<file path="src/rtl/ram_arb_pkg.sv">
// Shared types and default constants for the CPU/host RAM arbiter.
package ram_arb_pkg;

   localparam int unsigned ARB_ADDR_W       = 10;
   localparam int unsigned ARB_DATA_W       = 16;
   localparam int unsigned DEF_MAX_BURST    = 8;
   localparam int unsigned DEF_STARVE_LIMIT = 4;

   typedef enum logic [1:0] {
      S_CPU   = 2'd0,
      S_HOST  = 2'd1,
      S_YIELD = 2'd2
   } arb_state_t;

endpackage

</file>
<file path="src/rtl/ram_arbiter.sv">
// Arbiter sharing the single-port data/program RAM between the CPU (default
// priority) and an external host/debug loader. The host wins when the CPU is
// idle or after STARVE_LIMIT denied cycles, and keeps the RAM for at most
// MAX_BURST grants before a one-cycle CPU-owned yield.
// Optional feature macro: RAM_ARB_WPROT_EN (drops host writes at or below
// WPROT_TOP and pulses host_err the following cycle).
module ram_arbiter
   import ram_arb_pkg::*;
#(
   parameter int unsigned ADDR_W       = ARB_ADDR_W,
   parameter int unsigned DATA_W       = ARB_DATA_W,
   parameter int unsigned MAX_BURST    = DEF_MAX_BURST,
`ifdef RAM_ARB_WPROT_EN
   parameter logic [ADDR_W-1:0] WPROT_TOP = ADDR_W'(10'h0FF),
`endif
   parameter int unsigned STARVE_LIMIT = DEF_STARVE_LIMIT
) (
   input  logic              clk,
   input  logic              rst_n,
   input  logic              cpu_req,
   input  logic [ADDR_W-1:0] cpu_addr,
   input  logic              cpu_write,
   input  logic [DATA_W-1:0] cpu_din,
   output logic              cpu_stall,
   input  logic              host_req,
   input  logic [ADDR_W-1:0] host_addr,
   input  logic              host_we,
   input  logic [DATA_W-1:0] host_wdata,
   output logic              host_gnt,
   output logic              host_rvalid,
   output logic [DATA_W-1:0] host_rdata,
   output logic              host_err,
   output logic [ADDR_W-1:0] ram_addr,
   output logic              ram_write,
   output logic [DATA_W-1:0] ram_din,
   input  logic [DATA_W-1:0] ram_dout
);

   localparam int unsigned BURST_W = $clog2(MAX_BURST + 1);
   localparam int unsigned WAIT_W  = $clog2(STARVE_LIMIT + 1);

   arb_state_t          state_q, state_d;
   logic [BURST_W-1:0]  burst_cnt_q, burst_cnt_d;
   logic [WAIT_W-1:0]   wait_cnt_q, wait_cnt_d;
   logic                host_rvalid_q;
   logic [DATA_W-1:0]   host_rdata_q;

   logic                grant_host_c;
   logic                host_wr_ok_c;
   logic                host_rd_c;
   logic                burst_last_c;
   logic                starved_c;

   assign burst_last_c = (32'(burst_cnt_q) + 32'd1) == MAX_BURST;
   assign starved_c    = (wait_cnt_q == WAIT_W'(STARVE_LIMIT));

   // Host grant decision; reset forces the CPU path with no write.
   always_comb begin
      grant_host_c = 1'b0;
      if (rst_n && host_req && (state_q != S_YIELD)) begin
         grant_host_c = (state_q == S_HOST) || !cpu_req || starved_c;
      end
   end

   // Host write qualification (protected window drops the write).
   always_comb begin
`ifdef RAM_ARB_WPROT_EN
      host_wr_ok_c = host_we && (host_addr > WPROT_TOP);
`else
      host_wr_ok_c = host_we;
`endif
   end

   assign host_rd_c = grant_host_c && !host_we;
   assign host_gnt  = grant_host_c;
   assign cpu_stall = cpu_req && grant_host_c;

   // RAM port mux between the granted requester and the CPU.
   always_comb begin
      ram_addr  = cpu_addr;
      ram_din   = cpu_din;
      ram_write = 1'b0;
      if (grant_host_c) begin
         ram_addr  = host_addr;
         ram_din   = host_wdata;
         ram_write = host_wr_ok_c;
      end else if (rst_n) begin
         ram_write = cpu_req && cpu_write;
      end
   end

   // Next state and burst counter.
   always_comb begin
      state_d     = state_q;
      burst_cnt_d = burst_cnt_q;
      unique case (state_q)
         S_CPU: begin
            if (grant_host_c) begin
               burst_cnt_d = BURST_W'(1);
               state_d     = (MAX_BURST == 1) ? S_YIELD : S_HOST;
            end
         end
         S_HOST: begin
            if (!host_req) begin
               state_d     = S_CPU;
               burst_cnt_d = '0;
            end else if (grant_host_c) begin
               if (burst_last_c) begin
                  state_d     = S_YIELD;
                  burst_cnt_d = '0;
               end else begin
                  burst_cnt_d = burst_cnt_q + BURST_W'(1);
               end
            end
         end
         S_YIELD: begin
            state_d     = S_CPU;
            burst_cnt_d = '0;
         end
         default: begin
            state_d     = S_CPU;
            burst_cnt_d = '0;
         end
      endcase
   end

   // Starvation counter: counts denied host-request cycles, saturating.
   always_comb begin
      wait_cnt_d = wait_cnt_q;
      if (grant_host_c || !host_req) begin
         wait_cnt_d = '0;
      end else if (!starved_c) begin
         wait_cnt_d = wait_cnt_q + WAIT_W'(1);
      end
   end

   // State and counter registers.
   always_ff @(posedge clk) begin
      if (!rst_n) begin
         state_q     <= S_CPU;
         burst_cnt_q <= '0;
         wait_cnt_q  <= '0;
      end else begin
         state_q     <= state_d;
         burst_cnt_q <= burst_cnt_d;
         wait_cnt_q  <= wait_cnt_d;
      end
   end

   // Registered host read return, one cycle after the granted read.
   always_ff @(posedge clk) begin
      if (!rst_n) begin
         host_rvalid_q <= 1'b0;
         host_rdata_q  <= '0;
      end else begin
         host_rvalid_q <= host_rd_c;
         if (host_rd_c) begin
            host_rdata_q <= ram_dout;
         end
      end
   end

   assign host_rvalid = host_rvalid_q;
   assign host_rdata  = host_rdata_q;

`ifdef RAM_ARB_WPROT_EN
   logic host_err_q;

   // Error pulse for a granted host write that hit the protected window.
   always_ff @(posedge clk) begin
      if (!rst_n) begin
         host_err_q <= 1'b0;
      end else begin
         host_err_q <= grant_host_c && host_we && !host_wr_ok_c;
      end
   end

   assign host_err = host_err_q;
`else
   assign host_err = 1'b0;
`endif

endmodule

</file>
<file path="config.mk">
export PLATFORM = sky130hd
export DESIGN_NAME = ram_arbiter
export DESIGN_NICKNAME = d
export VERILOG_FILES = /design/src/rtl/ram_arb_pkg.sv /design/src/rtl/ram_arbiter.sv
export SDC_FILE = /design/constraint.sdc
export NUM_CORES = 1
export LEC_CHECK = 0
export CAP_MARGIN = 20
export CELL_PAD_IN_SITES_DETAIL_PLACEMENT = 1
export CELL_PAD_IN_SITES_GLOBAL_PLACEMENT = 2
export CORE_MARGIN = 4
export CORE_UTILIZATION = 28
export DETAILED_ROUTE_END_ITERATION = 8
export DONT_BUFFER_PORTS = 1
export PLACE_DENSITY = 0.71
export SYNTH_ARGS = -nofsm -noshare
export SYNTH_HDL_FRONTEND = slang
export SYNTH_SLANG_ARGS = --single-unit
</file>
<file path="constraint.sdc">
create_clock -name clk -period 1.9 [get_ports clk]
set_input_delay 0.19 -clock clk [delete_from_list [all_inputs] [get_ports clk]]
set_output_delay 0.19 -clock clk [all_outputs]
set_load 0.05 [all_outputs]
</file>
==> metrics.md <==
| Metric | Value |
|---|---|
| Status | `finished with violations` |
| Violated checks | `setup timing` |
| Unrepaired setup endpoints after global routing | `true` |
| Fin. Hold Viols | `0` |
| Asr flop ratio synth | `0%` |
| Die Y | `80.2 um` |
| Critical path class | `reg -> out` |
| Post-synthesis register bit count | `26` |
| Initial antenna violation count | `0` |
| Nets | `259` |
| Root Driver | `clkbuf_8` |
| # rows | `26` |
| Pre-Repair DR Iteration Count | `4` |
| Setup crit start kind | `register` |
| Deepest clock path buffer count | `2` |
| CTS tree | `built` |
| WL met3 | `439 um` |
| Setup-failing EPs final | `29` |
| Crit Path Max Fanout | `9` |
| F_max | `445 MHz` |
| Fin worst setup slack | `-0.345 ns` |
| CTS Buf Count | `3` |
| Worst r2r dst | `host_rdata[3]` |
| Post-place setup slack | `-0.447 ns` |
| Synth Flop Type | `dfxtp_1` |
| Mean Syn Cell Area | `8.86 um^2` |
| Syn. warnings | `0` |
| Clk Latency, worst-skew pair | `0.27 ns` |
| Wire length on met2 | `2.79 mm` |
| Syn nets | `242` |
| First-pass GRT wire length | `7.33 mm` |
| Number of synthesized flops with an enable pin | `0` |
| Final Max Tran Viols | `0` |
| IO Pins | `121` |
| GRT Total Usage | `14.7%` |
| Hold Path End | `host_rdata[0]` |
| Worst-Margin Slew | `0.528 ns` |
| Slew headroom | `64.8%` |
| Max_cap viols | `0` |
| Vias in the first global route | `1329` |
| Buffers on Ports | `0` |
| Metal-1 WL | `1.76 mm` |
| Worst EP required | `1.71 ns` |
| Cell variety after synth | `34` |
| Vias | `1325` |
| Final worst-path cycle share | `118%` |
| Peak supply drop | `0.000349 V` |
| Worst hold path type | `in -> reg` |
| Top sig layer | `met4` |
| Worst path arrival time | `2.06 ns` |
| Max H-tree Level | `1` |
| Drt drc | `0` |
| Reg2reg start | `wait_cnt_q[1]` |
| Final WL | `5.05 mm` |
| Diodes inserted | `0` |
| ANT nets after route | `0` |
| Area growth syn-to-layout | `31.6%` |
| Routed length per placed instance | `20.1 um` |
| Hpwl dp | `3.84 mm` |
| Share of cells above drive strength 1 | `36.5%` |
| RD Place Congestion | `0.672` |
| Initial core utilization | `28.8%` |
| Setup TNS | `-9.55 ns` |
| Via/cell ratio | `5.28` |
| Iter 0 DRT Violations | `86` |
| Worst hold start | `ram_dout[0]` |
| Post-route cell area | `0.00192 mm^2` |
| Grt ovf | `0` |
| FF-to-FF path depth | `10` |
| CP endpoint kind | `output pin` |
| Minimum clock period | `2.25 ns` |
| Clock transition at the registers of the reported paths | `0.09 ns` |
| Pleak | `0.782 nW` |
| Hold Path Depth | `2` |
| Placed Area | `0.00166 mm^2` |
| Pin count of the biggest net entering global routing | `39` |
| Clock Sinks | `26` |
| Die width | `80.2 um` |
| Core footprint | `0.00507 mm^2` |
| Power per cell area | `722 mW/mm^2` |
| R2R setup slack | `0.08 ns` |
| Die Footprint | `0.00644 mm^2` |
| Clock skew | `0.00684 ns` |
| Cells after Synth | `165` |
| Register area share after synthesis | `35.6%` |
| Synthesized area | `0.00146 mm^2` |
## power by group
group          internal [mW]  switching [mW]  total, mW
sequential             0.565          0.0694      0.634
clock                  0.185           0.174      0.359
combinational          0.144           0.251      0.395
## repair_timing
| action | in CTS | in global routing |
|---|---|---|
| setup buffers | 8 | 3 |
| hold buffers | 1 | 0 |
| cloned | 1 | 0 |
| resized for setup | 18 | 2 |
| pin swaps | 4 | 0 |
| endpoints found under the hold margin | 1 | 0 |
| setup endpoints to repair | 30 | 29 |
## through the flow
| stage | util, % | std cells | hold WS [ns] | power [mW] |
|---|---|---|---|---|
| after global routing | 37.9 | 251 | 0.0388 | 1.45 |
| after floorplan | - | 165 | 0.262 | 0.962 |
| final | 37.9 | 251 | 0.0516 | 1.39 |
| after CTS | 37.4 | 248 | 0.0403 | 1.40 |
| after global placement | 32.6 | 234 | 0.263 | 0.981 |
| after detailed placement | 32.6 | 234 | 0.265 | 0.991 |
## layout make-up
cell class | instances | area, um^2
Clock buffer | 4 | 55.1
Fill cell | 593 | 3150
Inverter | 4 | 15.0
Multi-Input combinational cell | 123 | 973
Sequential cell | 26 | 523
Tap cell | 70 | 87.6
Timing Repair Buffer | 24 | 269
## worst max-delay path by stage
stage	depth (start not counted)	slack, ns	endpoint	from
floorplan	8	-0.17	ram_addr[4]	wait_cnt_q[0]
global placement	6	-0.34	ram_din[11]	wait_cnt_q[1]
detailed placement	6	-0.45	ram_din[5]	wait_cnt_q[1]
CTS	7	-0.33	ram_din[5]	wait_cnt_q[1]
global route	7	-0.40	ram_din[13]	wait_cnt_q[1]
finish	7	-0.35	ram_din[5]	wait_cnt_q[1]
## cells by family (layout without fill, tap and decap cells)
family | Yosys count | after routing | share of synthesized area, %
buffers and inverters | 17 | 32 | 5.74
other | 1 | 1 | 0.257
adders and majority gates | 4 | 4 | 3.34
DFF | 26 | 26 | 35.6
muxes | 28 | 28 | 23.3
xor gates and xnor gates | 1 | 1 | 0.599
AOI/OAI and AO/OA | 29 | 29 | 11.2
and+or+nand+nor | 59 | 60 | 19.9
## cells in the final DEF, fill, tap and decap left out, drive strengths merged, types with 2 or more instances in the layout
| cell | instances |
|---|---|
| mux2 | 27 |
| ha | 3 |
| nand2 | 21 |
| nor2 | 4 |
| clkbuf | 4 |
| inv | 4 |
| nor2b | 4 |
| dfxtp | 26 |
| buf | 23 |
| o21ai | 21 |
| nand3b | 2 |
| a31oi | 2 |
| a21oi | 2 |
| nor3 | 6 |
| nand3 | 17 |
## per-layer routing
| metal | GRT usage (%) | vias up |
|---|---|---|
| li1 | - | 613 |
| met1 | 15.2 | 641 |
| met2 | 27.6 | 67 |
| met3 | 5.27 | 4 |
| met4 | 3.72 | 0 |
| met5 | 0 | - |
## worst max-delay path, stage by stage (launching register included)
cell	delay [ns]
dfxtp_2	0.35
inv_2	0.04
ha_4	0.15
a21bo_4	0.21
maj3_2	0.33
nor2b_4	0.15
buf_12	0.15
mux2_4	0.39
## registers in the layout (all words and copies together), names as in the netlist
name and count:
burst_cnt_q 4, host_rdata 16, host_rvalid 1, state_q 2, wait_cnt_q 3
## Yosys cell counts, drive strengths merged, types with 3 or more instances
master,instances,area (um^2)
buf,5,38.8
clkbuf,8,30.0
dfxtp,26,521
ha,3,37.5
inv,4,15.0
mux2,27,330
nand2,21,78.8
nand3,17,85.1
nor2,4,15.0
nor2b,3,26.3
nor3,6,30.0
o21ai,21,105
No activity file was read; power rests on OpenSTA's default activity.
